**src/rtl/time_adjust_sequencer.sv**
```systemverilog
// Turns the four clock-setting buttons into one-cycle adjust commands with hold-to-repeat.
// Optional repeat acceleration is compiled in with `define ADJUST_ACCEL_EN.
module time_adjust_sequencer #(
    parameter int unsigned HOLD_DELAY    = 50000000,
    parameter int unsigned REPEAT_PERIOD = 10000000,
    parameter int unsigned TIMER_W       = 26,
    parameter int unsigned ACCEL_COUNT   = 8
) (
    input  logic       clk,
    input  logic       rst_n,
    input  logic       enable,
    input  logic       btn_min_up,
    input  logic       btn_min_dn,
    input  logic       btn_hr_up,
    input  logic       btn_hr_dn,
    output logic [2:0] adjust_code,
    output logic       busy
);

    localparam int unsigned NBTN   = 4;
    localparam int unsigned CODE_W = 3;

    // Compare values are "period minus one" because the timer is cleared on the pulse edge.
    localparam logic [TIMER_W-1:0] HOLD_LAST  = TIMER_W'(HOLD_DELAY - 1);
    localparam logic [TIMER_W-1:0] REP_LAST   = TIMER_W'(REPEAT_PERIOD - 1);
    localparam logic [TIMER_W-1:0] TIMER_MAX  = '1;

`ifdef ADJUST_ACCEL_EN
    // Fast interval is floored at 2 so pulses can never land on adjacent cycles.
    localparam int unsigned FAST_RAW    = REPEAT_PERIOD / 4;
    localparam int unsigned FAST_PERIOD = (FAST_RAW < 2) ? 2 : FAST_RAW;
    localparam logic [TIMER_W-1:0] FAST_LAST = TIMER_W'(FAST_PERIOD - 1);
    localparam int unsigned ACC_W = $clog2(ACCEL_COUNT + 1);
    localparam logic [ACC_W-1:0] ACC_LIMIT = ACC_W'(ACCEL_COUNT);
`endif

    if ((HOLD_DELAY < 2) || (REPEAT_PERIOD < 4) || (ACCEL_COUNT < 1) ||
        ((64'(1) << TIMER_W) <= 64'(HOLD_DELAY)) ||
        ((64'(1) << TIMER_W) <= 64'(REPEAT_PERIOD))) begin : g_param_check
        $error("time_adjust_sequencer: illegal parameter combination");
    end

    typedef enum logic [1:0] {
        S_IDLE,
        S_HOLD,
        S_REPEAT,
        S_LOCKOUT
    } state_t;

    state_t             state_q, state_d;
    logic [TIMER_W-1:0] timer_q, timer_d, timer_inc, rep_last;
    logic [NBTN-1:0]    latched_q, latched_d;
    logic [NBTN-1:0]    btn;
    logic [CODE_W-1:0]  code_d;
    logic               btn_one_c, btn_multi_c, other_high_c, held_c;
`ifdef ADJUST_ACCEL_EN
    logic [ACC_W-1:0]   acc_q, acc_d;
`endif

    assign btn = {btn_hr_dn, btn_hr_up, btn_min_dn, btn_min_up};

    function automatic logic [CODE_W-1:0] code_of(input logic [NBTN-1:0] onehot);
        logic [CODE_W-1:0] c;
        c = '0;
        for (int i = 0; i < NBTN; i++) begin
            if (onehot[i]) c = CODE_W'(i + 1);
        end
        return c;
    endfunction

    // Next-state, timer and command decode.
    always_comb begin
        state_d      = state_q;
        timer_d      = timer_q;
        latched_d    = latched_q;
        code_d       = '0;
        rep_last     = REP_LAST;
        timer_inc    = (timer_q == TIMER_MAX) ? timer_q : timer_q + TIMER_W'(1);
        btn_one_c    = (btn != '0) && ((btn & (btn - NBTN'(1))) == '0);
        btn_multi_c  = (btn != '0) && !btn_one_c;
        other_high_c = |(btn & ~latched_q);
        held_c       = |(btn & latched_q);
`ifdef ADJUST_ACCEL_EN
        acc_d        = acc_q;
        if (acc_q >= ACC_LIMIT) rep_last = FAST_LAST;
`endif

        if (!enable) begin
            state_d = S_IDLE;
        end else begin
            case (state_q)
                S_IDLE: begin
                    if (btn_one_c) begin
                        code_d    = code_of(btn);
                        latched_d = btn;
                        timer_d   = '0;
                        state_d   = S_HOLD;
                    end else if (btn_multi_c) begin
                        state_d = S_LOCKOUT;
                    end
                end
                S_HOLD, S_REPEAT: begin
                    // A contender aborts before a release is considered.
                    if (other_high_c) begin
                        state_d = S_LOCKOUT;
                    end else if (!held_c) begin
                        state_d = S_IDLE;
                    end else if (timer_q == ((state_q == S_HOLD) ? HOLD_LAST : rep_last)) begin
                        code_d  = code_of(latched_q);
                        timer_d = '0;
                        state_d = S_REPEAT;
`ifdef ADJUST_ACCEL_EN
                        if (state_q == S_REPEAT && acc_q < ACC_LIMIT) acc_d = acc_q + ACC_W'(1);
`endif
                    end else begin
                        timer_d = timer_inc;
                    end
                end
                S_LOCKOUT: begin
                    if (btn == '0) state_d = S_IDLE;
                end
                default: state_d = S_IDLE;
            endcase
        end

        if (state_d == S_IDLE || state_d == S_LOCKOUT) begin
            latched_d = '0;
            timer_d   = '0;
        end
`ifdef ADJUST_ACCEL_EN
        if (state_d != S_REPEAT) acc_d = '0;
`endif
    end

    always_ff @(posedge clk) begin
        if (!rst_n) begin
            state_q     <= S_IDLE;
            timer_q     <= '0;
            latched_q   <= '0;
            adjust_code <= '0;
            busy        <= 1'b0;
`ifdef ADJUST_ACCEL_EN
            acc_q       <= '0;
`endif
        end else begin
            state_q     <= state_d;
            timer_q     <= timer_d;
            latched_q   <= latched_d;
            adjust_code <= code_d;
            busy        <= (state_d != S_IDLE);
`ifdef ADJUST_ACCEL_EN
            acc_q       <= acc_d;
`endif
        end
    end

endmodule
```
**config.mk**
```make
export PLATFORM = sky130hd
export DESIGN_NAME = time_adjust_sequencer
export DESIGN_NICKNAME = d
export VERILOG_FILES = /design/src/rtl/time_adjust_sequencer.sv
export SDC_FILE = /design/constraint.sdc
export NUM_CORES = 1
export LEC_CHECK = 0
export CAP_MARGIN = 10
export CORE_MARGIN = 1
export CORE_UTILIZATION = 40
export DETAILED_ROUTE_END_ITERATION = 16
export SYNTH_ARGS = -nofsm -noshare
export SYNTH_HDL_FRONTEND = slang
export SYNTH_SLANG_ARGS = --single-unit
```
**constraint.sdc**
```tcl
create_clock -name clk -period 4.45 [get_ports clk]
set_clock_uncertainty 0.2 [all_clocks]
set_input_delay 1.1125 -clock clk [delete_from_list [all_inputs] [get_ports clk]]
set_output_delay 1.1125 -clock clk [all_outputs]
set_load 0.05 [all_outputs]
```
Word level (Yosys, flattened, before mapping)
Cells that the tools add are included.

storage, ports and cells
  flip-flop bits (word level) = 36
  input port bits = 7
  output and inout bits = 4

cells by class
  add/subtract/negate cells = 2
  eq/ne operators = 10
  muxes and demuxes = 28
  bitwise operators = 5
  reductions and logical operators = 18

operators with widths
  kind                                                  count
  2-to-1 mux 26 bit                                     6
  one-hot mux 26 bit (2 select lines)                   1
  2-to-1 mux 3 bit                                      10
  adder 26 x 1 -> 26 bit (second input constant)        1
  equality test 26 bit                                  1
  equality test 26 bit (second input constant)          1
  2-to-1 mux 2 bit                                      7
  AND 4 bit                                             3
  logical NOT 4 bit                                     2
  OR reduction 4 bit                                    2
  equality test 2 bit (second input constant)           3
  != test 2 bit (second input constant)                 3
  one-hot mux 2 bit (3 select lines)                    1
  one-hot mux 3 bit (2 select lines)                    1
  AND reduction 6 bit                                   1
  logical NOT 2 bit                                     2
  inverter 4 bit                                        1
  nonzero test 2 bit                                    2
  nonzero test 4 bit                                    1
  OR reduction 2 bit                                    2
  subtractor 4 x 1 -> 4 bit (second input constant)     1
  != test 3 bit (second input constant)                 1
  AND reduction 3 bit                                   1
  equality test 2 x 1 -> 1 bit (second input constant)  1
  other kinds (6)                                       8

Depth between registers and ports, before layout
Gate-level depths: netlist (run 1).

  word-level depth = 13
  mapped depth = 14
  gate-level depth less buffers = 13

Least setup slack after synthesis (run 1)
No wires, ideal clock.

  path type = in2reg
  start = input port btn_min_up
  end = register latched_q[0]
  setup time = 132 ps
  data arrival time = 3243 ps
  data required time = 4118 ps
  slack = 875 ps
  stages = 11
  path buffers = 3
  cells stage by stage = buf_6 nor2b_1 a2111o_1 a21oi_1 a21boi_0 nand3b_1 ha_1 nand2_1 clkbuf_1 clkbuf_1 a21oi_1

between the ends
  longest elaborated chain between the ends = 13
  elaborated cells on any way between the ends = 24
  those cells by class = add/sub (1); eq/ne (1); mux (7); bitwise (3); reduce/logical (12)

RTL lines
  element                                                   RTL line  text
  start, declared                                           12        input logic btn_min_up,
  subtractor 4 x 1 -> 4 bit                                 79        btn_one_c = (btn != '0) && ((btn & (btn - NBTN'(1))) == '0);
  AND 4 bit                                                 79
  logical NOT 4 bit                                         79
  logical AND 1 bit                                         79
  logical NOT 1 bit                                         80        btn_multi_c = (btn != '0) && !btn_one_c;
  logical AND 1 bit                                         80
  2-to-1 mux 2 bit                                          98        end else if (btn_multi_c) begin
  2-to-1 mux 2 bit                                          93        if (btn_one_c) begin
  one-hot mux 2 bit (3 select lines)                        91        case (state_q)
  2-to-1 mux 2 bit                                          88        if (!enable) begin
  equality test 2 bit or logical NOT 2 bit (tied branches)  126       if (state_d == S_IDLE || state_d == S_LOCKOUT) begin
  logical OR 1 bit                                          126
  OR reduction 2 bit (no line)                              n/a
  end signal, assigned                                      148       latched_q <= latched_d;
  end, declared                                             52        logic [NBTN-1:0] latched_q, latched_d;

Several ways; a longest one is shown, not always the timed one.
A chain may end at the register's enable or synchronous reset.

Worst setup path after layout (run 1)
  start = input port btn_min_dn
  end = register timer_q[3]

between the ends
  longest elaborated chain between the ends = 13
  elaborated cells on any way between the ends = 27
  those cells by class = add/sub (1); eq/ne (4); mux (7); bitwise (3); reduce/logical (12)

RTL lines
  element                                                   RTL line  text
  start, declared                                           13        input logic btn_min_dn,
  subtractor 4 x 1 -> 4 bit                                 79
  AND 4 bit                                                 79
  logical NOT 4 bit                                         79
  logical AND 1 bit                                         79
  logical NOT 1 bit                                         80
  logical AND 1 bit                                         80
  2-to-1 mux 2 bit                                          98
  2-to-1 mux 2 bit                                          93
  one-hot mux 2 bit (3 select lines)                        91
  2-to-1 mux 2 bit                                          88
  equality test 2 bit or logical NOT 2 bit (tied branches)  126
  logical OR 1 bit                                          126
  OR reduction 2 bit (no line)                              n/a
  end signal, assigned                                      147       timer_q <= timer_d;
  end, declared                                             51        logic [TIMER_W-1:0] timer_q, timer_d, timer_inc, rep_last;

Several ways; a longest one is shown, not always the timed one.

==> impl_results.md, run 1 <==
- Status: completed
- Global route total overflow: 0
- Port Buf Inserts: 10
- XOR/XNOR Fraction of Synth Area: 1.51%
- Final HPWL DP: around 4000 µm
- Dominant combinational cell family by area after synthesis: simple AND/OR/NAND/NOR gates
- Multiplexer fraction of the synthesized cell area: 0%
- Terminus of the critical flop-to-flop path: timer_q[3]$_SDFFE_PP0P_
- Clk buf depth: 2
- Cell count after synthesis: just over 300
- Commonest cells after routing, fill and taps aside: nand2_1, dfxtp_1, a21oi_1
- Clock slew at the register clock pins of the worst setup and hold paths: roughly 70 ps
- Netlist area before placement: between 2000 and 2500 µm²
- Worst setup path endpoint: timer_q[3]$_SDFFE_PP0P_
- Share of final-layout standard cells stronger than drive strength 1: between 5 and 6%
- Startpoint of the lowest-slack register-to-register path: timer_q[0]$_SDFFE_PP0P_
- Overall via count from detail_route: approximately 2300
- Antenna-violating nets left: 0
- Peak supply drop: 115 µV
- Stage delay of the slowest cell on the critical path: between 700 and 800 ps
- FF+latch count, synth: 36
- Length of the first detailed-routing pass in iterations: 4
- Final Instance Count excl. Fillers: slightly below 400
- Wire length of the first global-routing pass: roughly 10000 µm
- Dominant register cell in the synthesized netlist: dfxtp_1
- Count of buffering cells on the critical path with inverters included: 1
- Count of clock tree sinks: 36
- Most used routing layer in global routing: met1
- Count of distinct cell types in the synthesized netlist: 51
- Start-to-end type of the worst setup path: input port to flip-flop
- Setup repair after global routing missed its margin: no
- Count of hold buffers inserted by post-cts repair: 0
- Cell repeated most along the worst path: o21ai_0
- Number of DRC markers in iteration 0: 215
- Largest net degree at the start of global routing: 29
- Power Dens Cells: ~280 nW/µm²
- Seq/Total Area, Yosys: 31.0%
- Worst setup path start: btn_min_dn
- Class of the worst hold path: flip-flop to flip-flop
- Final worst-path cycle share: between 80% and 90%
- Post-synth EDFFs: 0
- Depth of the worst register-to-register path: 12
- Net count after synthesis: 320
- Final worst path period need: ~3900 ps
- Slew at the pin closest to its max-slew limit: slightly above 900 ps
- Achievable clock frequency: approximately 260 MHz
- CTS tree: done
- Total wirelength of the detailed-routed design: just under 6000 µm
- Number of placement rows: 27
- GP Congestion: around 0.80
- Layout fillers: 554
- Worst rel slew slack: 38.9%
- Number of global-route vias before repair: slightly above 2000
- Area of the core: between 5000 and 6000 µm²
- Horizontal die dimension: a little under 80 µm
- Total number of H-tree levels: 2
- Total die area: between 6000 and 7000 µm²
- Endpoint arrival time on the critical path: 3940 ps
- Final antenna diode count: 0
- Final layout net count: approximately 330
- Met3 GRT Util: between 4 and 5%
- Y dimension of the die: approximately 78 µm
- Setup violators final: 0
- Post-Place Cells: 378
- Root buffer cell: clkbuf_8
- Fraction of the mapped netlist area in adder cells: under 10%
- Number of stages on the worst setup path: 10
- Area added between synthesis and finish: 10.5%
- Most frequent standard cell in the layout excluding fill and tap cells: nand2_1
- Clock network latency to the later pin of the worst-skew pair: approximately 300 ps
- Cell Chain, Critical Path: clkdlybuf4s50_1 -> a22o_1 -> o21ai_0 -> and2_1 -> o21ai_0 -> nand3_1 -> ha_1 -> nand2_1 -> or4_1 -> o21ai_1
- Met2 demand-to-capacity share in global routing: about 29%
- Routed via count divided by cell count: ~6.0
- Number of buffers added by the clock tree synthesis step: 5
- Data required time at the worst endpoint: about 4500 ps
- Met1 Usage GRT: between 20 and 30%
- Synthesized-area fraction occupied by ao, oa, aoi and oai cells: a little under a quarter
- Number of top-level design ports: 11
- Quantity of gates resized following cts: 0
- Accumulated negative setup slack: 0 ps
- FFs w/ async S/R, synth: 0%
- Number of antenna violations at the first check in global routing: 0
- Average detailed-routed wire length per instance: 15.2 µm
- Count of endpoints failing hold in the final timing report: 0
- Type of element capturing the critical path: flip-flop
- Setup slack of the worst register-to-register path: a little under 1000 ps
- Slowest stage cell, crit path: clkdlybuf4s50_1
- Worst Setup Start Kind: input port
- Average size of a mapped cell: between 7 and 8 µm²
- Global routing usage summed across all routing layers: around a fifth
- Basic-gate share of the synthesized area counting and, or, nand and nor cells: a little under two fifths
- Effective utilization at floorplan: between 40% and 50%
- Max Cap Viol: 0
- Yosys warning total: 0
- Drt drc: 0
- Peak fanout along the critical path: 12
- Count of final max-slew check failures: 0
- Static leakage: around 0.78 nW
- Post-CTS Setup Bufs: 0
- Crit-path leading delay family: simple AND/OR/NAND/NOR gates
==> report_power, final <==
part / leakage (nW) / switching, mW / internal [mW]
clock network: 0.0455 / 0.121 / 0.126
logic: 0.446 / 0.0858 / 0.0467
registers: 0.291 / 0.00305 / 0.326
==> sequential cells by signal (all words and copies together) (netlist names) <==
signal / count
busy: 1
timer_q: 26
latched_q: 4
adjust_code: 3
state_q: 2
==> final cells by class <==
cell class	count	area (µm²)	share of cell area, %
Sequential cell	36	721	28.0
Multi-Input combinational cell	247	1490	58.0
Inverter	5	18.8	0.730
Clock buffer	8	90.1	3.51
Timing Repair Buffer	18	160	6.23
Tap cell	72	90.1	3.51
==> synth_stat cells, types with 6 or more instances <==
cell type | number | area share, %
nor3_1 | 9 | 1.9
nor2_1 | 12 | 1.9
clkbuf_1 | 10 | 1.6
a2bb2oi_1 | 7 | 2.6
or4_1 | 13 | 4.2
o21ai_1 | 6 | 1.3
o21ai_0 | 17 | 3.7
a21oi_1 | 32 | 6.9
nand4_1 | 10 | 2.7
nand2_1 | 48 | 7.7
dfxtp_1 | 36 | 31
nor2b_1 | 7 | 1.9
nand3_1 | 16 | 3.4
==> cells by family after synthesis <==
kind of cell | Yosys count
xor gates and xnor gates | 4
AOI/OAI and AO/OA | 83
buffers and inverters | 25
adders and majority gates | 5
and+or+nand+nor | 155
DFF | 36
==> layer usage <==
layer  part of all wire, %  routed length [µm]
met1                    51                3000
met2                    43                2510
met3                   4.8                 282
met4                   1.2                  68
met5                     0                   0
==> worst min path at each step <==
| stage | to | startpoint | slack [ps] | depth (start not counted) |
|---|---|---|---|---|
| 6_report | timer_q[8]$_SDFFE_PP0P_ | timer_q[8]$_SDFFE_PP0P_ | 310 | 2 |
| 5_1_grt | timer_q[8]$_SDFFE_PP0P_ | timer_q[8]$_SDFFE_PP0P_ | 320 | 2 |
| 4_1_cts | timer_q[8]$_SDFFE_PP0P_ | timer_q[8]$_SDFFE_PP0P_ | 300 | 2 |
| 3_5_place_dp | timer_q[8]$_SDFFE_PP0P_ | timer_q[8]$_SDFFE_PP0P_ | 290 | 2 |
| 3_3_place_gp | timer_q[8]$_SDFFE_PP0P_ | timer_q[8]$_SDFFE_PP0P_ | 290 | 2 |
| 2_1_floorplan | timer_q[8]$_SDFFE_PP0P_ | timer_q[8]$_SDFFE_PP0P_ | 260 | 2 |
==> worst register-to-register path, delay by kind of cell (launching register included) <==
family                   cells  cell delay, ps
buffers and inverters        1             210
flip-flops                   1             400
AND/OR/NAND/NOR              5            1390
AO/OA/AOI/OAI                4             660
adder cells (fa/ha/maj)      2             550
==> metrics by stage <==
| stage | worst slack, ps | area, µm² | power, mW | hold WS, ps | utilization, % |
|---|---|---|---|---|---|
| after floorplan | 875 | 2330 | 0.431 | 258 | - |
| after global placement | 240 | 2480 | 0.469 | 287 | 44.8 |
| after detailed placement | 222 | 2480 | 0.469 | 289 | 44.8 |
| after CTS | 531 | 2570 | 0.714 | 299 | 46.4 |
| after global routing | 210 | 2570 | 0.748 | 320 | 46.4 |
| final | 545 | 2570 | 0.709 | 307 | 46.4 |
Note: power is estimated with default switching activity, not from simulation.
==> run 2: changes to the inputs <==
--- a/config.mk
+++ b/config.mk
@@ -5,6 +5,7 @@
 export SDC_FILE = /design/constraint.sdc
 export NUM_CORES = 1
 export LEC_CHECK = 0
+export ABC_AREA = 1
 export CAP_MARGIN = 10
 export CORE_MARGIN = 1
 export CORE_UTILIZATION = 40
==> impl_results.md, run 2 <==
- Static leakage: between 1 and 1.5 nW
- Seq/Total Area, Yosys: a little over a quarter
- Overall via count from detail_route: 3024
- Peak fanout along the critical path: 7
- Number of DRC markers in iteration 0: between 200 and 250
- Slew at the pin closest to its max-slew limit: about 590 ps
- Global route total overflow: 0
- Share of final-layout standard cells stronger than drive strength 1: between 6 and 7%
- Setup violators final: 0
- Antenna-violating nets left: 0
- Final worst path period need: between 3000 and 4000 ps
- Peak supply drop: 141 µV
- Count of endpoints failing hold in the final timing report: 0
- Share of Yosys cell area claimed by the top area cell type: 26.1%
- Area added between synthesis and finish: 10.5%
- Area of the core: approximately 6500 µm²
- Power Dens Cells: between 200 and 300 nW/µm²
- Clk buf depth: 2
- Achievable clock frequency: 269 MHz
- Start-to-end type of the worst setup path: input port to flip-flop
- Top cell types by occurrence after synthesis: nand2_1, nor2_1, inv_1
- Netlist area before placement: 2760 µm²
- Clock network latency to the later pin of the worst-skew pair: ~290 ps
- Horizontal die dimension: 85.1 µm
- Length of the first detailed-routing pass in iterations: 5
- Worst rel slew slack: between 60% and 70%
- Wire length of the first global-routing pass: around 14000 µm
- Port Buf Inserts: 10
- Largest net degree at the start of global routing: 38
- FF+latch count, synth: 36
- Max Cap Viol: 0
- Number of flip-flops under the largest register name: 26
- Class of the worst hold path: flip-flop to flip-flop
- Number of antenna violations at the first check in global routing: 0
- Global routing usage summed across all routing layers: 23.4%
- Worst Setup Start Kind: input port
- Endpoint arrival time on the critical path: ~3800 ps
- Post-CTS Setup Bufs: 0
- Yosys warning total: 0
- Count of final max-slew check failures: 0
- Data required time at the worst endpoint: 4490 ps
- Number of top-level design ports: 11
- Most repeated cell in the gate-level netlist after synthesis: nand2_1
- Most flops, register: timer_q
- Status: completed
- Post-synth EDFFs: 0
- Total wirelength of the detailed-routed design: approximately 8000 µm
- Number of global-route vias before repair: 2881
- CTS tree: done
- Count of distinct cell types in the synthesized netlist: 30
- Cell count after synthesis: 491
- Final antenna diode count: 0
- Power, Total: between 0.7 and 0.8 mW
- Clock slew at the register clock pins of the worst setup and hold paths: approximately 80 ps
- Routed via count divided by cell count: 5.18
- Total number of H-tree levels: 2
- FFs w/ async S/R, synth: 0%
- Final HPWL DP: just over 6000 µm
- Effective utilization at floorplan: a little over two fifths
- Number of buffers added by the clock tree synthesis step: 5
- GP Congestion: 0.930
- Total die area: 7250 µm²
- Count of hold buffers inserted by post-cts repair: 0
- Average size of a mapped cell: 5.63 µm²
- Setup repair after global routing missed its margin: no
- Quantity of gates resized following cts: 0
- Accumulated negative setup slack: 0 ps
- Y dimension of the die: ~85 µm
- Number of placement rows: 29
- Count of clock tree sinks: 36
- Average detailed-routed wire length per instance: 13.5 µm
- Top flop regs: timer_q x26, latched_q x4, adjust_code x3
- Drt drc: 0
- Leading post-synthesis cells by cell area: dfxtp_1, nand2_1, nor2_1, inv_1, nand3_1
- Final worst-path cycle share: 83.6%
- Root buffer cell: clkbuf_8
- Dominant register cell in the synthesized netlist: dfxtp_1
- Type of element capturing the critical path: flip-flop
- Commonest cells after routing, fill and taps aside: nand2_1, nor2_1, inv_1
- Net count after synthesis: a little over 500
- Library cell with the largest summed area after synthesis: dfxtp_1
- Most frequent standard cell in the layout excluding fill and tap cells: nand2_1
- Final layout net count: 518
- Layout fillers: between 600 and 700
==> run 2: cell families after synthesis <==
| group | after synthesis | synth area share [%] |
|---|---|---|
| buf+inv | 77 | 11.5 |
| simple gates | 312 | 47.9 |
| fa+ha+maj | 5 | 2.26 |
| xor+xnor | 2 | 0.634 |
| compound gates | 59 | 11.6 |
| flops | 36 | 26.1 |
==> run 2: per-stage QoR <==
step	setup WS [ps]	area (µm²)	hold slack (ps)	utilization, %	std cells
after floorplan	1340	2760	252	-	491
after global placement	555	2950	287	45.4	576
after detailed placement	452	2950	283	45.4	576
after CTS	745	3060	298	47.0	584
after global routing	379	3060	334	47.0	584
final	729	3060	301	47.0	584
==> run 2: worst max-delay path: stages <==
cell	delay [ps]
clkdlybuf4s50_1	590
inv_2	70
o22ai_1	150
nor2_1	70
nor2_1	220
a21oi_1	70
nand2_1	70
nand2_1	40
nand2_1	50
nand2_1	60
ha_1	280
nand2_1	170
buf_4	220
nor2_1	270
o21ai_0	140
nand2_1	80
nand2_1	50
inv_1	40
==> run 2: path summary, 6_finish.rpt <==
kind | startpoint | slack [ps] | cells past startpoint | end
min reg2reg | latched_q[0]$_SDFFE_PP0P_ | 300 | 2 | latched_q[0]$_SDFFE_PP0P_
max reg2reg | state_q[0]$_SDFF_PN0_ | 1010 | 18 | timer_q[14]$_SDFFE_PP0P_
max | btn_hr_dn | 730 | 18 | timer_q[14]$_SDFFE_PP0P_
min | latched_q[0]$_SDFFE_PP0P_ | 300 | 2 | latched_q[0]$_SDFFE_PP0P_
==> run 2: routing by layer <==
layer	part of all wire [%]	track usage, %
met5	0	0
met4	2.5	8.94
met3	3.7	3.11
met2	48	41.6
met1	46	28.7
==> run 2: area by class of cell <==
cell class,count,area [µm²],share of cell area [%]
Inverter,69,259,8.48
Multi-Input combinational cell,378,1730,56.5
Clock buffer,6,72.6,2.38
Sequential cell,36,721,23.6
Timing Repair Buffer,16,145,4.75
Tap cell,77,96.3,3.15
Clock inverter,2,35.0,1.15
==> run 2: where the power goes <==
part	internal (mW)	switching, mW
Combinational	0.0489	0.111
Sequential	0.329	0.00682
Clock	0.166	0.126
